## src/rtl/tftp_pkg.sv

```systemverilog
// -----------------------------------------------------------------------------
// tftp_pkg
// Shared TFTP definitions for the rx decoders and the tx packet builder:
//   - opcode constants (RRQ/WRQ/DATA/ACK/ERROR)
//   - standard error-code constants
//   - ASCII constants (NUL terminator, transfer-mode strings)
//   - error-message texts and a helper that extracts one character
//   - state encoding of the ACK/ERROR transmit FSM
// -----------------------------------------------------------------------------
package tftp_pkg;

  // Opcodes
  localparam logic [15:0] OP_RRQ   = 16'd1;
  localparam logic [15:0] OP_WRQ   = 16'd2;
  localparam logic [15:0] OP_DATA  = 16'd3;
  localparam logic [15:0] OP_ACK   = 16'd4;
  localparam logic [15:0] OP_ERROR = 16'd5;

  // Error codes
  localparam logic [15:0] ERR_NOT_DEFINED      = 16'd0;
  localparam logic [15:0] ERR_FILE_NOT_FOUND   = 16'd1;
  localparam logic [15:0] ERR_ACCESS_VIOLATION = 16'd2;
  localparam logic [15:0] ERR_DISK_FULL        = 16'd3;
  localparam logic [15:0] ERR_ILLEGAL_OP       = 16'd4;

  // ASCII constants
  localparam logic [7:0]    ASCII_NUL     = 8'h00;
  localparam logic [39:0]   MODE_OCTET    = "octet";
  localparam logic [63:0]   MODE_NETASCII = "netascii";

  // Error message texts, right-aligned in a fixed-width container so every
  // message shares one type; the real length travels alongside.
  localparam int MSG_MAX_LEN = 22;
  localparam int MSG_W       = 8 * MSG_MAX_LEN;

  localparam logic [MSG_W-1:0] MSG_NOT_DEFINED      = MSG_W'("Not defined");
  localparam logic [MSG_W-1:0] MSG_FILE_NOT_FOUND   = MSG_W'("File not found");
  localparam logic [MSG_W-1:0] MSG_ACCESS_VIOLATION = MSG_W'("Access violation");
  localparam logic [MSG_W-1:0] MSG_ILLEGAL_OP       = MSG_W'("Illegal TFTP operation");

  // Transmit FSM states
  typedef enum logic [2:0] {
    ST_IDLE,
    ST_OPC_HI,
    ST_OPC_LO,
    ST_FLD_HI,
    ST_FLD_LO,
    ST_MSG,
    ST_NUL,
    ST_DONE
  } tx_state_e;

  // Character idx (0 = first character) of a right-aligned text of length
  // len. The first character sits in the most significant occupied byte.
  function automatic logic [7:0] msg_char(input logic [MSG_W-1:0] text,
                                          input logic [4:0]       len,
                                          input logic [4:0]       idx);
    logic [4:0] pos;
    msg_char = ASCII_NUL;
    if (idx < len) begin
      pos      = len - 5'd1 - idx;
      msg_char = text[{pos, 3'b000} +: 8];
    end
  endfunction

endpackage

```

## src/rtl/tftp_err_msg_rom.sv

```systemverilog
// -----------------------------------------------------------------------------
// tftp_err_msg_rom
// Purely combinational error-message table.
//   err_code [15:0] in  : TFTP error code selecting the message
//   idx      [4:0]  in  : character index within the message
//   char     [7:0]  out : ASCII character at idx (0 beyond the end)
//   msg_len  [4:0]  out : message length in characters, no terminator
// Unknown codes map to the "Not defined" text.
// -----------------------------------------------------------------------------
module tftp_err_msg_rom
  import tftp_pkg::*;
(
  input  logic [15:0] err_code,
  input  logic [4:0]  idx,
  output logic [7:0]  char,
  output logic [4:0]  msg_len
);

  logic [MSG_W-1:0] text;

  always_comb begin
    text    = MSG_NOT_DEFINED;
    msg_len = 5'd11;
    case (err_code)
      ERR_FILE_NOT_FOUND: begin
        text    = MSG_FILE_NOT_FOUND;
        msg_len = 5'd14;
      end
      ERR_ACCESS_VIOLATION: begin
        text    = MSG_ACCESS_VIOLATION;
        msg_len = 5'd16;
      end
      ERR_ILLEGAL_OP: begin
        text    = MSG_ILLEGAL_OP;
        msg_len = 5'd22;
      end
      default: begin
        text    = MSG_NOT_DEFINED;
        msg_len = 5'd11;
      end
    endcase
    char = msg_char(text, msg_len, idx);
  end

endmodule

```

## src/rtl/tftp_ack_err_tx.sv

```systemverilog
// -----------------------------------------------------------------------------
// tftp_ack_err_tx
// Serialises a TFTP ACK (opcode + block number) or ERROR packet (opcode +
// error code + message + NUL) as a byte stream with valid/ready handshake.
//   clk, reset          : clock, synchronous active-high reset
//   start               : request, honoured only while idle
//   pkt_type            : 0 = ACK, 1 = ERROR (sampled with start)
//   block_num, err_code : packet fields (sampled with start)
//   tx_data/valid/last  : byte stream out, tx_ready : downstream accept
//   busy                : packet in progress
//   done                : one-cycle pulse after the last byte is accepted
//   tx_abort            : one-cycle pulse when the stall limit is hit
// All outputs are registered: the next-state decode also decides the next
// output values, so each byte appears one cycle after its state is chosen.
// -----------------------------------------------------------------------------
module tftp_ack_err_tx
  import tftp_pkg::*;
#(
  parameter logic [15:0] ACK_OPCODE  = OP_ACK,
  parameter logic [15:0] ERR_OPCODE  = OP_ERROR,
  parameter int          STALL_LIMIT = 1024
) (
  input  logic        clk,
  input  logic        reset,
  input  logic        start,
  input  logic        pkt_type,
  input  logic [15:0] block_num,
  input  logic [15:0] err_code,
  output logic [7:0]  tx_data,
  output logic        tx_valid,
  output logic        tx_last,
  input  logic        tx_ready,
  output logic        busy,
  output logic        done,
  output logic        tx_abort
);

  // A limit of 0 disables the check; keep the counter at least one bit wide.
  localparam int STALL_W = (STALL_LIMIT > 0) ? $clog2(STALL_LIMIT + 1) : 1;
  localparam logic [STALL_W-1:0] STALL_MAX = STALL_W'(STALL_LIMIT);

  tx_state_e          state_q, state_d;
  logic               pkt_q, pkt_d;
  logic [15:0]        blk_q, blk_d;
  logic [15:0]        err_q, err_d;
  logic [4:0]         idx_q, idx_d;
  logic [STALL_W-1:0] stall_q, stall_d;

  logic [7:0]  tx_data_q, tx_data_d;
  logic        tx_valid_q, tx_valid_d;
  logic        tx_last_q, tx_last_d;
  logic        busy_q, busy_d;
  logic        done_q, done_d;
  logic        abort_q, abort_d;

  logic        accept;
  logic [7:0]  rom_char;
  logic [4:0]  msg_len;
  logic [15:0] opcode;
  logic [15:0] field;

  assign accept = tx_valid_q & tx_ready;

  // err_q is stable for the whole packet, so msg_len depends only on
  // registered state and can safely steer idx_d.
  tftp_err_msg_rom u_rom (
    .err_code (err_q),
    .idx      (idx_d),
    .char     (rom_char),
    .msg_len  (msg_len)
  );

  // Next-state decode
  always_comb begin
    state_d = state_q;
    pkt_d   = pkt_q;
    blk_d   = blk_q;
    err_d   = err_q;
    idx_d   = idx_q;
    stall_d = stall_q;
    abort_d = 1'b0;

    case (state_q)
      ST_IDLE: begin
        stall_d = '0;
        if (start) begin
          pkt_d   = pkt_type;
          blk_d   = block_num;
          err_d   = err_code;
          state_d = ST_OPC_HI;
        end
      end
      ST_OPC_HI: if (accept) state_d = ST_OPC_LO;
      ST_OPC_LO: if (accept) state_d = ST_FLD_HI;
      ST_FLD_HI: if (accept) state_d = ST_FLD_LO;
      ST_FLD_LO: begin
        if (accept) begin
          if (pkt_q) begin
            state_d = ST_MSG;
            idx_d   = 5'd0;
          end else begin
            state_d = ST_DONE;
          end
        end
      end
      ST_MSG: begin
        if (accept) begin
          if (idx_q == msg_len - 5'd1) state_d = ST_NUL;
          else                         idx_d   = idx_q + 5'd1;
        end
      end
      ST_NUL:  if (accept) state_d = ST_DONE;
      ST_DONE: state_d = ST_IDLE;
      default: state_d = ST_IDLE;
    endcase

    // Stall supervision overrides the normal progression.
    if (tx_valid_q) begin
      if (tx_ready) begin
        stall_d = '0;
      end else if (STALL_LIMIT != 0) begin
        if (stall_q + STALL_W'(1) == STALL_MAX) begin
          state_d = ST_IDLE;
          stall_d = '0;
          abort_d = 1'b1;
        end else begin
          stall_d = stall_q + STALL_W'(1);
        end
      end
    end
  end

  // Output decode from the next state and next latched fields
  always_comb begin
    opcode     = pkt_d ? ERR_OPCODE : ACK_OPCODE;
    field      = pkt_d ? err_d : blk_d;
    tx_data_d  = 8'h00;
    tx_valid_d = 1'b0;
    tx_last_d  = 1'b0;
    done_d     = 1'b0;

    case (state_d)
      ST_OPC_HI: begin tx_valid_d = 1'b1; tx_data_d = opcode[15:8]; end
      ST_OPC_LO: begin tx_valid_d = 1'b1; tx_data_d = opcode[7:0];  end
      ST_FLD_HI: begin tx_valid_d = 1'b1; tx_data_d = field[15:8];  end
      ST_FLD_LO: begin
        tx_valid_d = 1'b1;
        tx_data_d  = field[7:0];
        tx_last_d  = ~pkt_d;
      end
      ST_MSG:    begin tx_valid_d = 1'b1; tx_data_d = rom_char;     end
      ST_NUL: begin
        tx_valid_d = 1'b1;
        tx_data_d  = ASCII_NUL;
        tx_last_d  = 1'b1;
      end
      ST_DONE:   done_d = 1'b1;
      default:   ;
    endcase

    busy_d = tx_valid_d;
  end

  always_ff @(posedge clk) begin
    if (reset) begin
      state_q    <= ST_IDLE;
      pkt_q      <= 1'b0;
      blk_q      <= '0;
      err_q      <= '0;
      idx_q      <= '0;
      stall_q    <= '0;
      tx_data_q  <= '0;
      tx_valid_q <= 1'b0;
      tx_last_q  <= 1'b0;
      busy_q     <= 1'b0;
      done_q     <= 1'b0;
      abort_q    <= 1'b0;
    end else begin
      state_q    <= state_d;
      pkt_q      <= pkt_d;
      blk_q      <= blk_d;
      err_q      <= err_d;
      idx_q      <= idx_d;
      stall_q    <= stall_d;
      tx_data_q  <= tx_data_d;
      tx_valid_q <= tx_valid_d;
      tx_last_q  <= tx_last_d;
      busy_q     <= busy_d;
      done_q     <= done_d;
      abort_q    <= abort_d;
    end
  end

  assign tx_data  = tx_data_q;
  assign tx_valid = tx_valid_q;
  assign tx_last  = tx_last_q;
  assign busy     = busy_q;
  assign done     = done_q;
  assign tx_abort = abort_q;

endmodule
```

## config.mk

```make
export PLATFORM = sky130hd
export DESIGN_NAME = tftp_ack_err_tx
export DESIGN_NICKNAME = d
export VERILOG_FILES = /design/src/rtl/tftp_pkg.sv /design/src/rtl/tftp_err_msg_rom.sv /design/src/rtl/tftp_ack_err_tx.sv
export SDC_FILE = /design/constraint.sdc
export NUM_CORES = 1
export LEC_CHECK = 0
export BUFFER_PORTS_ARGS = -buffer_cell sky130_fd_sc_hd__buf_2
export CORE_MARGIN = 10
export CORE_UTILIZATION = 50
export DETAILED_ROUTE_END_ITERATION = 16
export GPL_TIMING_DRIVEN = 0
export HOLD_SLACK_MARGIN = 0.1
export PLACE_DENSITY = 0.66
export REMOVE_ABC_BUFFERS = 1
export SLEW_MARGIN = 20
export SYNTH_ARGS = -nofsm -noshare
export SYNTH_HDL_FRONTEND = slang
export SYNTH_SLANG_ARGS = --single-unit
```

## constraint.sdc

```tcl
create_clock -name clk -period 9.89 [get_ports clk]
set_input_delay 2.4725 -clock clk [delete_from_list [all_inputs] [get_ports clk]]
set_output_delay 2.4725 -clock clk [all_outputs]
set_load 0.05 [all_outputs]
```

==> results of run 1 <==
[worst reg2reg max path: cells and delay by family (launching register included)]
family / cells / cell delay (ps)
DFF: 1 / 780
muxes: 2 / 530
adders and majority gates: 2 / 580
buffers and inverters: 3 / 230
and+or+nand+nor: 5 / 930
AOI/OAI and AO/OA: 7 / 1740
xor gates and xnor gates: 1 / 770
[cells in the mapped netlist, drive strengths merged (8+ instances only)]
library cell  number
nand3             16
buf                8
a22oi             10
nor2b             19
o22ai              9
clkbuf            43
nor4               8
ha                12
o21ai             29
nor2              46
mux2i             22
a31oi              9
a211oi            17
nand2            113
a21oi             89
inv               20
dfxtp             64
nor3              17
[through the flow]
step	util	instance area, um^2	setup WS (ps)
final	0.565	5250	3600
after global routing	0.565	5250	3360
after CTS	0.564	5230	3460
after detailed placement	0.544	5050	3110
after global placement	0.537	4980	2930
after floorplan	-	4570	3940
[power breakdown]
part           internal, W  switching, W  leakage [nW]
sequential        0.000269     0.0000155         0.522
clock            0.0000930      0.000115        0.0827
combinational    0.0000631      0.000108          1.38
total             0.000425      0.000238          1.98
[layout make-up]
class,count,share of cell area
Clock inverter,7,0.0103
Sequential cell,64,0.244
Tap cell,129,0.0308
Clock buffer,9,0.0236
Multi-Input combinational cell,530,0.619
Inverter,20,0.0143
Timing Repair Buffer,51,0.0577
[worst max-delay path by stage]
stage             start                    end  slack, ps  cells past startpoint
2_1_floorplan  tx_ready  tx_data[2]$_SDFF_PP0_       3940                     16
3_3_place_gp   tx_ready  tx_data[2]$_SDFF_PP0_       2930                     17
3_5_place_dp   tx_ready  tx_data[1]$_SDFF_PP0_       3110                     16
4_1_cts        tx_ready  tx_data[1]$_SDFF_PP0_       3460                     16
5_1_grt        tx_ready  tx_data[2]$_SDFF_PP0_       3360                     17
6_report       tx_ready  tx_data[2]$_SDFF_PP0_       3600                     17
[sequential cells by signal, indices dropped and copies added, names as in the netlist]
signal    count
busy          1
pkt_q         1
done          1
stall_q      11
tx_data       8
tx_last       1
tx_abort      1
err_q        16
state_q       3
idx_q         5
blk_q        16
[cell families after synthesis]
group | share of synthesized area
AO/OA/AOI/OAI | 0.280
XOR/XNOR | 0.0204
adder cells (fa/ha/maj) | 0.0377
buffers and inverters | 0.0586
flip-flops | 0.268
multiplexers | 0.0539
AND/OR/NAND/NOR | 0.282
[layer usage]
metal  wire, um  vias up
li1           -     2422
met1       6010     2308
met2       6140      135
met3        662       15
met4        161        0
met5          0        -
==> impl_metrics.json, run 1 <==
{
  "outcome": "completed",
  "place.port_buffers": 49,
  "hold_depth": 2,
  "max_cap_viol_count": 0,
  "clk_pin_slew_ps": 80,
  "r2r_slack_ps": 4210,
  "slew_viol_final": 0,
  "fp.coreArea_um2": 9280,
  "min_from": "blk_q[9]$_SDFF_PP0_",
  "power.density_nw_per_um2": 126,
  "hold_end": "blk_q[9]$_SDFF_PP0_",
  "fmaxAchievable_mhz": 159,
  "crit_slowest_cell": "xor2_2",
  "grt_max_degree": 60,
  "regArea_um2": 1280,
  "grt_pass1_wl_um": 21200,
  "clock_latency_ps": 350,
  "crit_family": "compound AO/OA/AOI/OAI gates",
  "critPathCaptureType": "flop",
  "dieArea_um2": 13900,
  "viasPerCell": 6.02,
  "synth_cells": 665,
  "cts_tree": "built",
  "layout_min_cycle_time_ps": 6290,
  "rsz0062_at_grt": "no",
  "grtUsageTotal": 0.176,
  "grt.met2_usage": 0.285,
  "start_util": 0.515,
  "slowest_delay_ps": 770,
  "fin_tns_setup_ps": 0,
  "nNetsFinal": 726,
  "antenna_left": 0,
  "route.detailed.drc": 0,
  "grt_pass1_vias": 4375,
  "drive_gt1_frac": 0.132,
  "die_x_um": 118,
  "overflow": 0,
  "ys_seq_elements": 64,
  "critPathArrivalTime_ps": 6500,
  "power_w": 0.000663,
  "synth_area_per_cell_um2": 7.19,
  "root_buffer": "clkbuf_8",
  "grt_busiest_layer": "met2",
  "max_slew.worst_pin.slew_ps": 994,
  "finalSetupViolations": 0,
  "final_common_cell": "nand2_1",
  "multi_input_area_um2": 3250,
  "r2r-start": "err_q[2]$_SDFF_PP0_",
  "place_inst": 794,
  "yosys_warnings": 0,
  "p_leak_nw": 1.98,
  "synth_top_area_cell": "dfxtp_1",
  "fin_skew_ps": 14.2,
  "met1_usage": 0.233,
  "pin_count": 50,
  "holdWs_ps": 454,
  "layout_common_cells": "nand2_1, a21oi_1, dfxtp_1",
  "hold_path.class": "reg -> reg",
  "cp_common_cell": "inv_1",
  "wl_um": 13000,
  "worst-setup-path-type": "in -> reg",
  "htreeDepth": 3,
  "yosys.area.top_type_share": 0.268,
  "numCtsBuffers": 9,
  "ctsResizeCount": 0,
  "async_reset_ff_frac": 0,
  "vias": 4880,
  "crit_fanout": 18,
  "drt-initial-drc-count": 453,
  "rows": 35,
  "synth.area.top_cells": "dfxtp_1, a21oi_1, nand2_1, mux2i_1, nor2_1",
  "min_period_over_period": 0.636,
  "synth_ff_type": "dfxtp_1",
  "antenna_found_initial": 0,
  "wl_per_cell_um": 16.0,
  "synth_edf_count": 0,
  "yosysUniqueCellTypes": 73,
  "slew_headroom": 0.337,
  "die_h_um": 118,
  "final_hold_viol_count": 0,
  "irDropWorstVdd_mv": 0.0890,
  "clockBufferDepth": 2,
  "r2r_cells": 20,
  "syn2layout_area_growth_pct": 9.76,
  "crit_chain": "buf_2 > and3_1 > o21ai_0 > a21oi_1 > mux2_2 > inv_1 > ha_1 > inv_1 > fa_2 > xor2_2 > nand2b_1 > a2111oi_0 > nor3_1 > nand3_1 > o31ai_1 > mux2i_1 > o22ai_1",
  "crit_required_ps": 10100,
  "yosysSeqAreaShare": 0.268,
  "cts_hold_buf": 0,
  "grtUsageMet3": 0.0336,
  "instances_no_fill": 810,
  "synth.cell_area_um2": 4780,
  "finalWeightedCongestion": 0.883,
  "antennaDiodeCount": 0,
  "cts_setup_buffers": 0,
  "clock_sinks": 64,
  "dr.pass1.iters": 4,
  "worstReg2RegEnd": "tx_data[2]$_SDFF_PP0_",
  "hpwl_um": 9150,
  "num-fill-cells": 918,
  "path_buf_inv": 3,
  "critPathLaunchType": "primary input"
}
(Power assumes the default switching activity.)
==> run 2, diff against run 1 <==
--- a/config.mk
+++ b/config.mk
@@ -11,7 +11,7 @@
 export DETAILED_ROUTE_END_ITERATION = 16
 export GPL_TIMING_DRIVEN = 0
 export HOLD_SLACK_MARGIN = 0.1
-export PLACE_DENSITY = 0.66
+export PLACE_DENSITY = 0.69
 export REMOVE_ABC_BUFFERS = 1
 export SLEW_MARGIN = 20
 export SYNTH_ARGS = -nofsm -noshare
==> constraint.sdc (replaced) <==
create_clock -name clk -period 5.3 [get_ports clk]
set_input_delay 1.325 -clock clk [delete_from_list [all_inputs] [get_ports clk]]
set_output_delay 1.325 -clock clk [all_outputs]
set_load 0.05 [all_outputs]
==> run 2 against run 1 <==
Global-route usage is 0.055 points higher. Wire length hardly changed. Critical endpoint unchanged. Power is 100% higher. Register-to-register slack worse by 3900 ps. Critical path depth is 1 lower. Count of clock-buffer cells in the layout is 1 higher. Combinational power is 91% higher.
==> impl_metrics.json, run 2 (same netlist as run 1, synthesis figures left out) <==
{
  "pwr-share-seq": 0.397,
  "slew_viol_final": 0,
  "min_period_over_period": 0.947,
  "antenna_left": 0,
  "antenna_found_initial": 0,
  "power.density_nw_per_um2": 248,
  "worst-setup-path-type": "reg -> reg",
  "vias": 4879,
  "clock_latency_ps": 350,
  "overflow": 0,
  "layout_min_cycle_time_ps": 5020,
  "hold_path.class": "reg -> reg",
  "drive_gt1_frac": 0.148,
  "hpwl_um": 8920,
  "r2r-start": "err_q[0]$_SDFF_PP0_",
  "critPathCaptureType": "flop",
  "switching_power_w": 0.000441,
  "cts_hold_buf": 0,
  "intPower_w": 0.000895,
  "numCtsBuffers": 9,
  "die_x_um": 118,
  "outcome": "completed",
  "die_h_um": 118,
  "finalSetupViolations": 0,
  "slew_headroom": 0.323,
  "grt_max_degree": 60,
  "critPathLaunchType": "flop",
  "place.port_buffers": 49,
  "pwr-share-clk": 0.358,
  "pin_count": 50,
  "final_common_cell": "nand2_1",
  "power_frac_comb": 0.245,
  "r2r_cells": 16,
  "r2r_slack_ps": 280,
  "start_util": 0.515,
  "drt-initial-drc-count": 343,
  "viasPerCell": 5.96,
  "worstReg2RegEnd": "tx_data[2]$_SDFF_PP0_",
  "syn2layout_area_growth_pct": 12.5,
  "layout_common_cells": "nand2_1, a21oi_1, dfxtp_1",
  "grtUsageTotal": 0.176,
  "critPathLaunch": "err_q[0]$_SDFF_PP0_",
  "grt_pass1_vias": 4521,
  "finalWeightedCongestion": 0.873,
  "htreeDepth": 3,
  "rows": 35,
  "final_hold_viol_count": 0,
  "root_buffer": "clkbuf_8",
  "max_cap_viol_count": 0,
  "nNetsFinal": 734,
  "p_sw_frac": 0.330,
  "dieArea_um2": 13900,
  "grt_pass1_wl_um": 21300,
  "max_slew.worst_pin.slew_ps": 1020,
  "crit_required_ps": 5560,
  "critPathArrivalTime_ps": 5280,
  "antennaDiodeCount": 0,
  "fmaxAchievable_mhz": 199,
  "cts_tree": "built",
  "p_leak_nw": 2.05,
  "endpoint": "tx_data[2]$_SDFF_PP0_",
  "top_regs": "blk_q: 16 flops, err_q: 16 flops, stall_q: 11 flops",
  "clock_sinks": 64,
  "clockBufferDepth": 2,
  "fp.coreArea_um2": 9280,
  "crit_fanout": 37,
  "wl_um": 13000,
  "dr.pass1.iters": 5,
  "post-route-util": 0.579,
  "wl_per_cell_um": 15.9,
  "irDropWorstVdd_mv": 0.175,
  "power_w": 0.00134,
  "clk_pin_slew_ps": 80,
  "route.detailed.drc": 0,
  "fin_skew_ps": 12.2
}
## run 2: area by class of cell
cell class                      instances  area [um^2]
Multi-Input combinational cell        530         3280
Clock buffer                           10          128
Inverter                               20         75.1
Tap cell                              129          161
Fill cell                             898         3910
Sequential cell                        64         1290
Timing Repair Buffer                   59          359
Clock inverter                          6         92.6
## run 2: critical path, stage by stage, from the launching register on
cell and delay [ps]:
dfxtp_2 500, or2b_4 350, o22ai_1 320, nand4_1 210
a22oi_4 330, a21oi_1 200, inv_1 80, a21oi_1 90
mux2_2 350, ha_1 970, a21oi_1 160, or4_1 440
o21ai_0 80, o21ai_0 120, o31ai_1 370, mux2i_1 120
o22ai_1 220
## run 2: per-stage QoR
step | TNS, ps | instances | setup slack [ps] | area, um^2 | hold WS [ps]
2_1_floorplan | 0 | 614 | 495 | 4570 | 426
3_3_place_gp | -2400 | 792 | -658 | 4980 | 439
3_5_place_dp | -1400 | 794 | -463 | 5050 | 446
4_1_cts | 0 | 811 | 69.3 | 5300 | 458
5_1_grt | -0.372 | 818 | -0.372 | 5380 | 473
6_report | 0 | 818 | 281 | 5380 | 459
## run 2: power groups by stage
stage          combinational, W  sequential, W  clock, W
2_1_floorplan          0.000207       0.000541         0
3_5_place_dp           0.000309       0.000541         0
6_report               0.000327       0.000531  0.000478
4_1_cts                0.000315       0.000530  0.000483
3_3_place_gp           0.000296       0.000540         0
5_1_grt                0.000359       0.000535  0.000506
## run 2: layer usage
| layer | track usage | vias to the layer above | share of wire |
|---|---|---|---|
| met5 | 0 | - | 0 |
| met4 | 0.0556 | 0 | 0.016 |
| met3 | 0.0326 | 19 | 0.048 |
| met2 | 0.287 | 149 | 0.47 |
| met1 | 0.229 | 2273 | 0.47 |
| li1 | - | 2438 | - |
## run 2: how the worst min path moves through the flow
stage	start	end	slack [ps]	depth (start not counted)
after detailed placement	blk_q[14]$_SDFF_PP0_	blk_q[14]$_SDFF_PP0_	450	2
after CTS	blk_q[14]$_SDFF_PP0_	blk_q[14]$_SDFF_PP0_	460	2
after global routing	blk_q[9]$_SDFF_PP0_	blk_q[9]$_SDFF_PP0_	470	2
after global placement	blk_q[3]$_SDFF_PP0_	blk_q[3]$_SDFF_PP0_	440	2
final	blk_q[14]$_SDFF_PP0_	blk_q[14]$_SDFF_PP0_	460	2
after floorplan	blk_q[12]$_SDFF_PP0_	blk_q[12]$_SDFF_PP0_	430	2
## run 2: what timing repair did
item,CTS,global route
endpoints found under the setup margin,5,4
gates resized for setup,5,5
setup buffers,1,7
pin swaps,1,2
==> run 3, diff against run 2 <==
--- a/config.mk
+++ b/config.mk
@@ -11,7 +11,7 @@
 export DETAILED_ROUTE_END_ITERATION = 16
 export GPL_TIMING_DRIVEN = 0
 export HOLD_SLACK_MARGIN = 0.1
-export PLACE_DENSITY = 0.69
+export PLACE_DENSITY = 0.79
 export REMOVE_ABC_BUFFERS = 1
 export SLEW_MARGIN = 20
 export SYNTH_ARGS = -nofsm -noshare
==> run 3 against run 2 <==
Via count up 2.0%. Critical path type unchanged. Clock power down 7.7%. Cell area about the same.
==> impl_metrics.json, run 3 (same netlist as run 1, synthesis figures left out) <==
{
  "max_cap_viol_count": 0,
  "rows": 35,
  "max_slew.worst_pin.slew_ps": 876,
  "power_w": 0.00130,
  "die_x_um": 118,
  "htreeDepth": 3,
  "start_util": 0.515,
  "fin_ws_ps": 262,
  "critPathLaunchType": "flop",
  "antenna_left": 0,
  "drive_gt1_frac": 0.152,
  "antenna_found_initial": 0,
  "antennaDiodeCount": 0,
  "overflow": 0,
  "postLayoutCellArea_um2": 5370,
  "placed_area_um2": 5050,
  "finalWeightedCongestion": 0.934,
  "crit_required_ps": 5580,
  "clock_sinks": 64,
  "critPathArrivalTime_ps": 5320,
  "viasPerCell": 6.07,
  "fp.coreArea_um2": 9280,
  "grtUsageTotal": 0.184,
  "p_leak_nw": 2.05,
  "min_from": "blk_q[3]$_SDFF_PP0_",
  "power.density_nw_per_um2": 243,
  "post-route-util": 0.579,
  "wl_um": 13400,
  "critPathCaptureType": "flop",
  "syn2layout_area_growth_pct": 12.4,
  "critPathLaunch": "err_q[0]$_SDFF_PP0_",
  "clockBufferDepth": 2,
  "r2r-start": "err_q[0]$_SDFF_PP0_",
  "outcome": "completed",
  "min_period_over_period": 0.951,
  "fmaxAchievable_mhz": 198,
  "place_ws_ps": -460,
  "numCtsBuffers": 9,
  "grt_pass1_wl_um": 22100,
  "wl_per_cell_um": 16.3,
  "cts_tree": "built",
  "final_hold_viol_count": 0,
  "clk_pin_slew_ps": 80,
  "drt-initial-drc-count": 442,
  "slowest_delay_ps": 790,
  "finalSetupViolations": 0,
  "dieArea_um2": 13900,
  "dr.pass1.iters": 7,
  "final_common_cell": "nand2_1",
  "crit_fanout": 16,
  "cts_hold_buf": 0,
  "hpwl_um": 9120,
  "route.detailed.drc": 0,
  "worst-setup-path-type": "reg -> reg",
  "layout_min_cycle_time_ps": 5040,
  "crit_chain": "or2b_4 > o22ai_1 > nand4_1 > a22oi_4 > a21oi_1 > inv_1 > a21oi_1 > mux2_2 > inv_1 > ha_1 > inv_1 > fa_2 > nand2_1 > o32ai_1 > a21oi_1 > o31ai_1 > o41ai_1 > mux2_4 > o22ai_2",
  "top_regs": "blk_q: 16 flops, err_q: 16 flops, stall_q: 11 flops",
  "nNetsFinal": 736,
  "clock_latency_ps": 360,
  "grt_pass1_vias": 4647,
  "crit_slowest_cell": "fa_2",
  "fin_tns_setup_ps": 0,
  "root_buffer": "clkbuf_8",
  "vias": 4976,
  "fin_skew_ps": 13.8,
  "grt_max_degree": 60,
  "layout_common_cells": "nand2_1, a21oi_1, dfxtp_1",
  "die_h_um": 118,
  "hold_path.class": "reg -> reg",
  "slew_headroom": 0.414,
  "irDropWorstVdd_mv": 0.174,
  "place.port_buffers": 49,
  "slew_viol_final": 0,
  "pin_count": 50
}
run 3: metal layers:
layer,track usage,part of all wire,up-vias
met4,0.0641,0.015,0
met1,0.241,0.45,2329
li1,-,-,2434
met2,0.293,0.47,195
met5,0,0,-
met3,0.0369,0.072,18
run 3: critical path: cells and delay by family (launching register included):
family,cells,cell delay [ps]
adder cells (fa/ha/maj),2,960
multiplexers,2,660
flip-flops,1,520
AO/OA/AOI/OAI,9,1860
buffers and inverters,3,240
AND/OR/NAND/NOR,3,690
run 3: report_power, final:
group          switching (W)  leakage, nW  internal, W  total, W
clock network       0.000212       0.0993     0.000230  0.000441
logic               0.000205         1.43     0.000126  0.000331
registers          0.0000290        0.523     0.000502  0.000531
run 3: final timing paths:
path,slack (ps),end,cells past startpoint
worst max-delay path,260,tx_data[1]$_SDFF_PP0_,19
worst min-delay path,450,blk_q[3]$_SDFF_PP0_,2
worst max register to register,260,tx_data[1]$_SDFF_PP0_,19
worst min register to register,450,blk_q[3]$_SDFF_PP0_,2
run 3: final cells by class:
type,count,area [um^2]
clock buffer,11,141
fill,877,3910
sequential,64,1290
inverter,20,75.1
timing repair buffer,61,374
clock inverter,5,56.3
tap,129,161
multi-input combinational,530,3280
run 3: stage by stage:
step           cells  hold slack, ps
3_3_place_gp     792             437
6_report         820             452
5_1_grt          820             471
2_1_floorplan    614             426
4_1_cts          811             454
3_5_place_dp     794             443
run 3: repair_timing:
action | in CTS | in global routing
gates cloned | 0 | 0
resized for setup | 5 | 6
pin swaps | 1 | 3
setup buffers | 1 | 9
setup endpoints to repair | 5 | 6
